<file path="config.mk">
export PLATFORM = sky130hd
export DESIGN_NAME = isa_fifo_reader
export DESIGN_NICKNAME = d
export VERILOG_FILES = /design/src/rtl/isa_fifo_reader.sv
export SDC_FILE = /design/constraint.sdc
export NUM_CORES = 1
export LEC_CHECK = 0
export CORE_MARGIN = 2
export CORE_UTILIZATION = 50
export DETAILED_ROUTE_END_ITERATION = 8
export PLACE_DENSITY_LB_ADDON = 0.08
export SLEW_MARGIN = 20
export SYNTH_ARGS = -nofsm -noshare
export SYNTH_HDL_FRONTEND = slang
export SYNTH_SLANG_ARGS = --single-unit
</file>
<file path="constraint.sdc">
create_clock -name clk -period 4.8 [get_ports clk]
set_input_delay 1.44 -clock clk [delete_from_list [all_inputs] [get_ports clk]]
set_output_delay 1.44 -clock clk [all_outputs]
set_load 0.02 [all_outputs]
</file>
<file path="src/rtl/isa_fifo_reader.sv">
// Read-side controller for the 64-bit ISA instruction FIFO: pops words, hides the FIFO's
// 1-cycle read latency in a 2-entry skid buffer, and serves them on a valid/ready handshake.
module isa_fifo_reader #(
  parameter int unsigned DATA_W = 64,
  parameter int unsigned CNT_W  = 32
) (
  input  logic              clk,
  input  logic              rst_n,
  input  logic              fifo_empty,
  input  logic [DATA_W-1:0] fifo_dout,
  output logic              fifo_rd_en,
  output logic              instr_valid,
  input  logic              instr_ready,
  output logic [DATA_W-1:0] instr_data,
  output logic [7:0]        instr_opcode,
  input  logic              flush,
  output logic [CNT_W-1:0]  retired_cnt
);

  localparam int unsigned OCC_W = 2;
  localparam int unsigned SUM_W = 3;
  localparam int unsigned OPC_W = 8;

  logic [DATA_W-1:0] head_q, head_d;
  logic [DATA_W-1:0] tail_q, tail_d;
  logic [OCC_W-1:0]  occ_q, occ_d;
  logic              inflight_q, inflight_d;
  logic [CNT_W-1:0]  cnt_q, cnt_d;
  logic              deq;
  logic [SUM_W-1:0]  committed;

  assign instr_valid  = (occ_q != '0);
  assign instr_data   = head_q;
  assign instr_opcode = head_q[DATA_W-1 -: OPC_W];
  assign retired_cnt  = cnt_q;

  assign deq = instr_valid && instr_ready;

  // Slots already promised (buffered + returning) after this cycle's dequeue; deq implies occ >= 1.
  assign committed  = SUM_W'(occ_q) + SUM_W'(inflight_q) - SUM_W'(deq);
  assign fifo_rd_en = rst_n && !fifo_empty && !flush && (committed < SUM_W'(2));

  // Next-state: capture of the returning word, dequeue shift, flush and retire count
  always_comb begin
    head_d     = head_q;
    tail_d     = tail_q;
    occ_d      = occ_q;
    inflight_d = fifo_rd_en;
    cnt_d      = cnt_q;

    if (deq) begin
      cnt_d = cnt_q + CNT_W'(1);
    end

    if (flush) begin
      occ_d      = '0;
      inflight_d = 1'b0;
    end else begin
      case ({inflight_q, deq})
        2'b11: begin
          if (occ_q == OCC_W'(2)) begin
            head_d = tail_q;
            tail_d = fifo_dout;
          end else begin
            head_d = fifo_dout;
          end
        end
        2'b10: begin
          if (occ_q == '0) begin
            head_d = fifo_dout;
          end else begin
            tail_d = fifo_dout;
          end
          occ_d = occ_q + OCC_W'(1);
        end
        2'b01: begin
          head_d = tail_q;
          occ_d  = occ_q - OCC_W'(1);
        end
        default: begin
        end
      endcase
    end
  end

  // State register
  always_ff @(posedge clk or negedge rst_n) begin
    if (!rst_n) begin
      head_q     <= '0;
      tail_q     <= '0;
      occ_q      <= '0;
      inflight_q <= 1'b0;
      cnt_q      <= '0;
    end else begin
      head_q     <= head_d;
      tail_q     <= tail_d;
      occ_q      <= occ_d;
      inflight_q <= inflight_d;
      cnt_q      <= cnt_d;
    end
  end

endmodule
</file>
# Word level (Yosys, flattened, before mapping)
# Index checks and enable logic that the tools add are counted.
[totals]
elab_cells = 41
mem_count = 0
ramBits = 0
latch_bits = 0
reg_bits = 163
out_inout_bits = 106
romBits = 0
input_bits = 69
[classes]
n_reduce_logical = 13
bitwise = 1
n_div = 0
n_mul = 0
n_shift = 0
n_eq_ne = 7
muxes = 9
order_cmp = 1
addsub = 5
[ops]
columns = ["operator", "count"]
rows = [
  ["2-to-1 mux 64 bit", 4],
  ["one-hot mux 64 bit (3 select lines)", 1],
  ["one-hot mux 64 bit (2 select lines)", 1],
  ["adder 32 x 1 -> 32 bit (second input constant)", 1],
  ["equality test 2 bit (second input constant)", 3],
  ["!= test 2 bit (second input constant)", 3],
  ["nonzero test 3 bit", 2],
  ["logical AND 1 bit", 4],
  ["one-hot mux 2 bit (2 select lines)", 1],
  ["AND reduction 4 bit", 1],
  ["nonzero test 2 bit", 2],
  ["adder 2 x 1 -> 3 bit", 1],
  ["< comparator 3 x 2 -> 1 bit (second input constant)", 1],
  ["AND reduction 3 bit", 1],
  ["subtractor 3 x 1 -> 3 bit", 1],
  ["adder 2 x 1 -> 2 bit (second input constant)", 1],
  ["equality test 2 x 1 -> 1 bit (second input constant)", 1],
  ["logical NOT 1 bit", 2],
  ["logical NOT 2 bit", 1],
  ["2-to-1 mux 2 bit", 1],
  ["subtractor 2 x 1 -> 2 bit (second input constant)", 1],
  ["2-to-1 mux 1 bit", 1],
  ["inverter 1 bit", 1],
]

# Depth between registers and ports, before layout
# Gate-level depths: netlist of run 1.
[logic_depth]
word_depth = 6
ltp_mapped = 11
depth_no_buf = 9

# Least setup slack after synthesis of run 1
# No wires, ideal clock.
[synth_timing]
path_type = "input port to output port"
startpoint = "input instr_ready"
endpoint = "output fifo_rd_en"
path_buffers = 2
setup_slack_ns = -0.236
stages = 8
required_time_ns = 3.360
arrival_ns = 3.596
cell_sequence = "nand2_1 ha_1 buf_2 clkbuf_1 nand2_1 fa_1 nand2_1 nor4_1"
[synth_via]
elab_chain_len = 4
[synth_rtl]
columns = ["element", "line", "source"]
rows = [
  ["from (decl)", "13", "input logic instr_ready,"],
  ["logical AND 1 bit", "37", "assign deq = instr_valid && instr_ready;"],
  ["subtractor 3 x 1 -> 3 bit", "40", "assign committed = SUM_W'(occ_q) + SUM_W'(inflight_q) - SUM_W'(deq);"],
  ["< comparator 3 x 2 -> 1 bit", "41", "assign fifo_rd_en = rst_n && !fifo_empty && !flush && (committed < SUM_W'(2));"],
  ["logical AND 1 bit", "41", ""],
  ["to (decl)", "11", "output logic fifo_rd_en,"],
]
# No other way between the ends.

# Final worst setup path of run 1
# Same ends and word-level chain as after synthesis.

==> results by group, run 1 <==
Run status
  • Outcome: finished clean

Clocking
  • CTS Hold Bufs: 0
  • Num CTS Buffers: 17
  • TritonCTS clock tree: built
  • CTS clk-pin slew, worst paths: 0.06 ns
  • Worst-Skew Late Latency: 0.42 ns
  • H-tree levels: 4
  • Clock tree sinks: 163
  • Root Driver: clkbuf_16
  • Clk buf depth: 2

GRT
  • Gr ovfl total: 0
  • Largest net degree at the start of global routing: 130
  • GRT Total Usage: 23.0%
  • Antenna violations before repair: 0
  • Vias in the first global route: 6727
  • First-pass GRT wire length: 33100 µm

Synth
  • Top cells by area, synth: dfrtp_1 (48%), mux2_2 (17%), nand2_1 (6.5%), o21ai_0 (6.5%), a22oi_1 (5.7%)
  • Post-synth net total: 880
  • Seq/Total Area, Yosys: 48.3%
  • Main flop type after synthesis: dfrtp_1
  • Cell count after synthesis: 804
  • Synth area leader: dfrtp_1
  • Avg Cell Area, Syn: 10.5 µm²
  • Post-synth EDFFs: 0
  • FFs w/ async S/R, synth: 100%
  • Cell Area, Synth: 8450 µm²
  • Synth unique cells: 38
  • Count leader, synth: dfrtp_1
  • #FFs+latches synth: 163
  • Most instantiated cells after synthesis: dfrtp_1 (163), nand2_1 (146), mux2_2 (124)
  • Syn. warnings: 0
  • Area share of the largest cell type after synthesis: 48.3%

Placement
  • IO buf count: 174
  • GP Congestion: 0.785
  • DP Wirelength: 13100 µm
  • Placed cells: 1145
  • Placement Cell Area: 10200 µm²

Routing
  • Initial DRT Pass Iterations: 4
  • Detailed-route wire length per cell: 17.2 µm
  • Routed Antenna Nets: 0
  • DR DRC count: 0
  • Initial DRC count: 382
  • Vias: 6559
  • Total routed wirelength: 20200 µm
  • Met2 wire length: 10200 µm
  • DR WL met3: 973 µm
  • Max Used Layer: met4
  • DRT met1 WL: 8620 µm
  • Vias per cell: 5.58

Power and ir drop
  • Max IR drop VDD: 296 µV
  • Pwr Density: 575 nW/µm²
  • Leak: 4.52 nW
  • Tot Pwr: 0.00623 W

Final layout
  • Fillers: 1264
  • N_diodes: 0
  • Post-route cell area: 10800 µm²
  • Final core occ: 65.5%
  • Final-stage net count: 1020
  • Fin cells: 1176
  • Area growth from synthesis to layout: 28.1%
  • Fraction of layout cells with a size suffix above 1: 19.5%

Critical path
  • Most frequent CP cell: nand2_1
  • Crit path launch type: primary input
  • Worst path cell trace: dlygate4sd2_1, nand2_2, ha_4, nand2_1, fa_1, nand2_1, nor4_4, buf_4
  • Crit path max fanout: 3
  • Crit end category: primary output
  • Largest stage delay on the critical path: 0.49 ns
  • Critical Path AT: 3.11 ns
  • Worst EP required: 3.36 ns
  • CP Class: in2out
  • Slowest CP cell: fa_1

Timing
  • Relative slew slack: 38.4%
  • Final setup viols: 0
  • RSZ-0062 raised after global routing: false
  • TNS Setup: 0 ns
  • Max Freq: 0.220 GHz
  • Final Max Slew Viols: 0
  • Final min period: 4.55 ns
  • Worst Skew: 0.00865 ns
  • Tcrit/Tclk final: 94.8%
  • Final hold violation count: 0
  • Slew at the pin closest to its max-slew limit: 0.924 ns

Floorplan
  • Site Rows: 47
  • Die width: 134 µm
  • Full die area: 17900 µm²
  • Ports: 175
  • Die height: 134 µm
  • Initial Util: 51.1%
  • Core area: 16500 µm²

Flow run
  • MaxCap Viol Count: 0

Min path
  • Hold Crit Class: reg2reg
-- stage by stage --
stage / hold slack [ns] / worst slack [ns]
2_1_floorplan: 0.480 / 0.0753
3_3_place_gp: 0.456 / -0.470
4_1_cts: 0.477 / 0.255
5_1_grt: 0.491 / 0.154
6_report: 0.470 / 0.251
3_5_place_dp: 0.465 / -0.509
-- final timing paths --
| path | start | endpoint | slack (ns) | cells past startpoint |
|---|---|---|---|---|
| worst min register to register | retired_cnt[31] | retired_cnt[31] | 0.47 | 1 |
| worst max register to register | occ_q[0] | occ_q[1] | 2.08 | 10 |
| min in group asynchronous | rst_n | retired_cnt[26] | 0.89 | 1 |
| worst min-delay path | retired_cnt[31] | retired_cnt[31] | 0.47 | 1 |
| max in group asynchronous | rst_n | retired_cnt[29] | 2.67 | 2 |
| worst max-delay path | instr_ready | fifo_rd_en | 0.25 | 8 |
-- critical path: cells and delay by family --
family | cells | cell delay (ns)
buffers and inverters | 2 | 0.43
AND/OR/NAND/NOR | 4 | 0.47
adder cells (fa/ha/maj) | 2 | 0.77
-- where the power goes --
part / leakage (nW) / internal, W / switching [W] / total (W)
clock network: 0.291 / 0.000832 / 0.000538 / 0.00137
registers: 2.05 / 0.00191 / 0.000379 / 0.00229
logic: 2.18 / 0.00124 / 0.00133 / 0.00257
-- metal layers --
metal	up-vias	track usage [%]
met1	3248	27.9
met5	-	0
met4	0	8.10
met2	167	40.5
met3	32	4.88
li1	3112	-
-- cell type report --
type	instances	area [µm²]	area share, %
multi-input cells	564	3990	36.8
well taps	220	275	2.54
clock buffers	23	498	4.60
flip-flops and latches	163	4080	37.7
inverters	10	37.5	0.347
repair buffers	188	1850	17.1
clock inverters	8	98.8	0.913
-- flip-flops by register name, summed over array words and instances (netlist names) --
signal / flops
retired_cnt: 32
instr_data: 64
inflight_q: 1
occ_q: 2
tail_q: 64
-- cell usage in the layout, fill, tap and decap left out, types with 7 or more instances in the layout --
cell / Yosys / final
clkdlybuf4s50_1: 0 / 171
dfrtp_1: 163 / 163
nand2_1: 146 / 145
mux2_2: 124 / 124
o21ai_0: 109 / 109
a22oi_1: 64 / 64
xor2_1: 20 / 20
o21ai_1: 19 / 19
clkbuf_16: 0 / 17
xnor2_1: 14 / 14
buf_4: 15 / 14
inv_1: 10 / 10
nor3_1: 8 / 8
nor4_1: 8 / 7
nor2_1: 7 / 7
-- logic make-up after synthesis --
kind of cell	count (synthesis)	synth area share, %
buf+inv	77	5.11
fa+ha+maj	7	1.13
xor+xnor	34	3.53
simple gates	198	11.0
compound gates	197	13.9
flops	163	48.3
mux	128	17.1
-- repair_timing --
action / CTS / global route
endpoints found under the setup margin: 1 / 0
setup buffers: 0 / 0
resized for setup: 7 / 0
No activity file was read; power rests on OpenSTA's default activity.
==> run 2: changes to the inputs <==
--- a/config.mk
+++ b/config.mk
@@ -9,6 +9,7 @@
 export CORE_UTILIZATION = 50
 export DETAILED_ROUTE_END_ITERATION = 8
 export PLACE_DENSITY_LB_ADDON = 0.08
+export REMOVE_ABC_BUFFERS = 1
 export SLEW_MARGIN = 20
 export SYNTH_ARGS = -nofsm -noshare
 export SYNTH_HDL_FRONTEND = slang
==> run 2 against run 1 <==
Effect of this change: total power rose by 2.8%; via count increased by 1.2%; die area unchanged; non-clock buffer count shrank 2; critical path type unchanged; critical endpoint unchanged; highest routed layer is now met5.
==> results by group, run 2 (same netlist as run 1, synthesis figures left out) <==
Critical path
  • Reg2Reg Depth: 10
  • Worst r2r dst: occ_q[1]
  • Setup crit end: fifo_rd_en
  • Crit path max fanout: 3
  • Crit end category: primary output
  • R2r startpoint: occ_q[0]
  • Crit path launch type: primary input
  • Flop2flop setup slack: 1.96 ns
  • Critical Path AT: 3.02 ns
  • Worst EP required: 3.36 ns
  • CP startpoint: instr_ready
  • CP Class: in2out

Floorplan
  • Full die area: 17900 µm²
  • Site Rows: 47
  • Core area: 16500 µm²
  • Die width: 134 µm
  • Initial Util: 51.1%
  • Die height: 134 µm
  • Ports: 175

Final layout
  • Final core occ: 65.9%
  • Fraction of layout cells with a size suffix above 1: 19.2%
  • Post-route cell area: 10900 µm²
  • Commonest non-fill, non-tap cells in the layout: clkdlybuf4s50_1 (171), dfrtp_1 (163), nand2_1 (145), mux2_2 (124), o21ai_0 (109)
  • Final-stage net count: 1018
  • Commonest non-fill, non-tap cell in the layout: clkdlybuf4s50_1
  • Area growth from synthesis to layout: 28.9%
  • N_diodes: 0
  • Fillers: 1267
  • Fin cells: 1175

Timing
  • Final min period: 4.46 ns
  • RSZ-0062 raised after global routing: false
  • Tcrit/Tclk final: 92.9%
  • Worst Hold Slack: 0.476 ns
  • Final Max Slew Viols: 0
  • Relative slew slack: 37.8%
  • Final hold violation count: 0
  • Max Freq: 0.224 GHz
  • Slew at the pin closest to its max-slew limit: 0.933 ns
  • Final setup viols: 0
  • Setup ws final: 0.341 ns
  • Worst Skew: 0.00809 ns

Clocking
  • Clock tree sinks: 163
  • CTS clk-pin slew, worst paths: 0.06 ns
  • Num CTS Buffers: 17
  • Worst-Skew Late Latency: 0.42 ns
  • Clk buf depth: 2
  • H-tree levels: 4
  • Root Driver: clkbuf_16
  • TritonCTS clock tree: built

Routing
  • Initial DRT Pass Iterations: 5
  • Initial DRC count: 481
  • Vias per cell: 5.65
  • Vias: 6637
  • DR DRC count: 0
  • Detailed-route wire length per cell: 17.5 µm
  • Total routed wirelength: 20500 µm
  • Routed Antenna Nets: 0

GRT
  • Vias in the first global route: 6706
  • First-pass GRT wire length: 33700 µm
  • Antenna violations before repair: 1
  • GRT Total Usage: 23.4%
  • Gr ovfl total: 0
  • Largest net degree at the start of global routing: 164

Power and ir drop
  • Logic pwr share: 40.1%
  • Leak: 4.55 nW
  • Clock Power Share: 23.8%
  • Reg power frac: 36.1%
  • Max IR drop VDD: 309 µV
  • Internal power: 0.00411 W
  • Switch share: 35.9%
  • Pwr Density: 588 nW/µm²
  • Sw Pwr: 0.00230 W

Flow run
  • MaxCap Viol Count: 0

Min path
  • Hold Crit Class: reg2reg
  • Worst min-delay path startpoint: instr_data[20]

Placement
  • GP Congestion: 0.754
  • IO buf count: 174
  • Placement Cell Area: 10200 µm²
  • Setup slack at placement: -0.475 ns
  • DP Wirelength: 12600 µm
  • Placed cells: 1142

Run status
  • Outcome: finished clean
[run 2: cell types whose count changed in the layout (fill, tap and decap cells not counted), moves of 3 or more]
cell and change:
clkinv_2 -3, buf_4 -5, bufinv_16 +3, clkinv_4 +3, clkbuf_8 -3
[run 2: worst min-delay path by stage]
stage | endpoint | slack (ns) | depth (start not counted)
after floorplan | tail_q[61] | 0.48 | 1
after global placement | retired_cnt[31] | 0.46 | 1
after detailed placement | instr_data[29] | 0.47 | 2
after CTS | instr_data[29] | 0.48 | 2
after global routing | retired_cnt[31] | 0.49 | 1
final | instr_data[20] | 0.48 | 2
[run 2: timing repair]
| action | 4_1_cts | 5_1_grt |
|---|---|---|
| hold buffers | 0 | 0 |
| setup endpoints to repair | 1 | 1 |
| buffers inserted | 0 | 1 |
| pin swaps | 0 | 2 |
| gates resized for setup | 6 | 1 |
[run 2: metal layers]
layer,part of all wire [%],GRT usage [%],vias up,wire length [µm]
li1,-,-,3114,-
met1,43,30.0,3321,8770
met2,51,40.1,180,10500
met3,5.1,5.25,20,1050
met4,1.1,6.56,2,228
met5,0.078,0,-,16
[run 2: critical path, stage by stage]
cell and delay, ns:
dlymetal6s2s_1 0.13, nand2_2 0.10, ha_4 0.29, nand2_1 0.06
fa_1 0.49, nand2_1 0.06, nor4_1 0.24, buf_2 0.21
[run 2: layout make-up]
cell class	instances	area, µm²	share of cell area (%)
Clock buffer	21	460	4.23
Clock inverter	11	200	1.84
Inverter	10	37.5	0.345
Multi-Input combinational cell	564	3970	36.5
Sequential cell	163	4080	37.5
Tap cell	220	275	2.53
Timing Repair Buffer	186	1870	17.1
[run 2: metrics by stage]
stage / TNS, ns / power, W
2_1_floorplan: -49.28 / 0.00381
3_3_place_gp: -0.475 / 0.00476
3_5_place_dp: -0.475 / 0.00490
4_1_cts: 0 / 0.00645
5_1_grt: 0 / 0.00680
6_report: 0 / 0.00641
[run 2: power groups by stage]
| stage | Combinational [W] | Sequential, W | Clock [W] |
|---|---|---|---|
| finish | 0.00257 | 0.00231 | 0.00153 |
| global route | 0.00281 | 0.00238 | 0.00161 |
| CTS | 0.00259 | 0.00231 | 0.00155 |
| detailed placement | 0.00258 | 0.00232 | 0 |
| global placement | 0.00249 | 0.00227 | 0 |
| floorplan | 0.00124 | 0.00258 | 0 |
==> run 3: changes to the inputs <==
--- a/config.mk
+++ b/config.mk
@@ -5,6 +5,7 @@
 export SDC_FILE = /design/constraint.sdc
 export NUM_CORES = 1
 export LEC_CHECK = 0
+export CAP_MARGIN = 20
 export CORE_MARGIN = 2
 export CORE_UTILIZATION = 50
 export DETAILED_ROUTE_END_ITERATION = 8
==> run 3 against run 2 <==
Effect of this change: final cell count is the same; register-to-register slack is essentially flat; die area is the same; total power is the same; setup slack is the same; clock power is essentially flat; clock-buffer cell count is the same; via count is the same; sequential cell count is the same; fmax is the same.
==> results by group, run 3 (same netlist as run 1, synthesis figures left out) <==
Critical path
  • Worst path cell trace: dlymetal6s2s_1, nand2_2, ha_4, nand2_1, fa_1, nand2_1, nor4_1, buf_2
  • Flop2flop setup slack: 1.96 ns
  • Reg2Reg Depth: 10
  • Crit path max fanout: 3
  • Crit end category: primary output
  • Largest stage delay on the critical path: 0.49 ns
  • Crit path launch type: primary input
  • Slowest CP cell: fa_1
  • Most frequent CP cell: nand2_1
  • CP top delay family: adder cells
  • Worst r2r dst: occ_q[1]
  • R2r startpoint: occ_q[0]
  • CP Class: in2out
  • Worst EP required: 3.36 ns
  • Bufs and invs on worst path: 2
  • Critical Path AT: 3.02 ns

Timing
  • Tcrit/Tclk final: 92.9%
  • Worst Hold Slack: 0.476 ns
  • Final Max Slew Viols: 0
  • Final hold violation count: 0
  • Final setup viols: 0
  • Relative slew slack: 37.8%
  • RSZ-0062 raised after global routing: false
  • Slew at the pin closest to its max-slew limit: 0.933 ns
  • Max Freq: 0.224 GHz
  • Final min period: 4.46 ns
  • Worst Skew: 0.00809 ns

GRT
  • GRT Total Usage: 23.4%
  • Largest net degree at the start of global routing: 164
  • Antenna violations before repair: 1
  • Vias in the first global route: 6706
  • First-pass GRT wire length: 33700 µm
  • Gr ovfl total: 0

Floorplan
  • Site Rows: 47
  • Die height: 134 µm
  • Initial Util: 51.1%
  • Ports: 175
  • Core area: 16500 µm²
  • Full die area: 17900 µm²
  • Die width: 134 µm

Clocking
  • H-tree levels: 4
  • CTS clk-pin slew, worst paths: 0.06 ns
  • Num CTS Buffers: 17
  • Clk buf depth: 2
  • Clock tree sinks: 163
  • TritonCTS clock tree: built
  • Worst-Skew Late Latency: 0.42 ns
  • Root Driver: clkbuf_16

Placement
  • GP Congestion: 0.754
  • IO buf count: 174
  • DP Wirelength: 12600 µm

Power and ir drop
  • Pwr Density: 588 nW/µm²
  • Leak: 4.55 nW
  • Max IR drop VDD: 309 µV

Routing
  • Routed Antenna Nets: 0
  • Vias: 6637
  • Vias per cell: 5.65
  • DR DRC count: 0
  • Initial DRT Pass Iterations: 5
  • Initial DRC count: 481
  • Total routed wirelength: 20500 µm
  • Detailed-route wire length per cell: 17.5 µm

Flow run
  • MaxCap Viol Count: 0

Final layout
  • Commonest non-fill, non-tap cell in the layout: clkdlybuf4s50_1
  • Area growth from synthesis to layout: 28.9%
  • Commonest non-fill, non-tap cells in the layout: clkdlybuf4s50_1 (171), dfrtp_1 (163), nand2_1 (145), mux2_2 (124), o21ai_0 (109)
  • Fraction of layout cells with a size suffix above 1: 19.2%
  • Final core occ: 65.9%
  • Final-stage net count: 1018
  • N_diodes: 0

Min path
  • Hold Crit Class: reg2reg
  • Hold endpoint: instr_data[20]
  • WHS Path Cells: 2
  • Worst min-delay path startpoint: instr_data[20]

Run status
  • Outcome: finished clean
## run 3: routing by layer
| layer | wire length, µm | global-route usage, % | vias to the layer above | share of wire (%) |
|---|---|---|---|---|
| met5 | 16 | 0 | - | 0.078 |
| met4 | 228 | 6.56 | 2 | 1.1 |
| met3 | 1050 | 5.25 | 20 | 5.1 |
| met2 | 10500 | 40.1 | 180 | 51 |
| met1 | 8770 | 30.0 | 3321 | 43 |
| li1 | - | - | 3114 | - |
## run 3: worst max path at each step
stage	from	end	cells past startpoint
2_1_floorplan	instr_ready	fifo_rd_en	6
3_3_place_gp	instr_ready	fifo_rd_en	8
3_5_place_dp	instr_ready	fifo_rd_en	8
4_1_cts	instr_ready	fifo_rd_en	8
5_1_grt	instr_ready	fifo_rd_en	8
6_report	instr_ready	fifo_rd_en	8
## run 3: where the power goes
| group | total [W] | internal, W | switching, W |
|---|---|---|---|
| Sequential | 0.00231 | 0.00191 | 0.000398 |
| Clock | 0.00153 | 0.000956 | 0.000570 |
| Combinational | 0.00257 | 0.00124 | 0.00133 |
## run 3: worst min-delay path, cell delays in order, from the launching register on
cell	delay [ns]
dfrtp_1	0.34
nand2_1	0.04
o21ai_0	0.06
## run 3: through the flow
| step | TNS (ns) | total power [W] | setup WS [ns] | area (µm²) | instances |
|---|---|---|---|---|---|
| finish | 0 | 0.00641 | 0.341 | 10900 | 1175 |
| floorplan | -49.28 | 0.00381 | -1.57 | 8050 | 737 |
| global route | 0 | 0.00680 | 0.292 | 10900 | 1175 |
| global placement | -0.475 | 0.00476 | -0.475 | 10200 | 1141 |
| CTS | 0 | 0.00645 | 0.00621 | 10900 | 1174 |
| detailed placement | -0.475 | 0.00490 | -0.475 | 10200 | 1142 |
## run 3: timing repair
item                       CTS  global route
pin swaps                    0             2
buffers inserted             0             1
hold buffers                 0             0
setup endpoints to repair    1             1
resized for setup            6             1
## run 3: layout make-up
class | count | area, µm²
fillers | 1267 | 5630
flip-flops and latches | 163 | 4080
multi-input cells | 564 | 3970
repair buffers | 186 | 1870
clock buffers | 21 | 460
well taps | 220 | 275
clock inverters | 11 | 200
inverters | 10 | 37.5
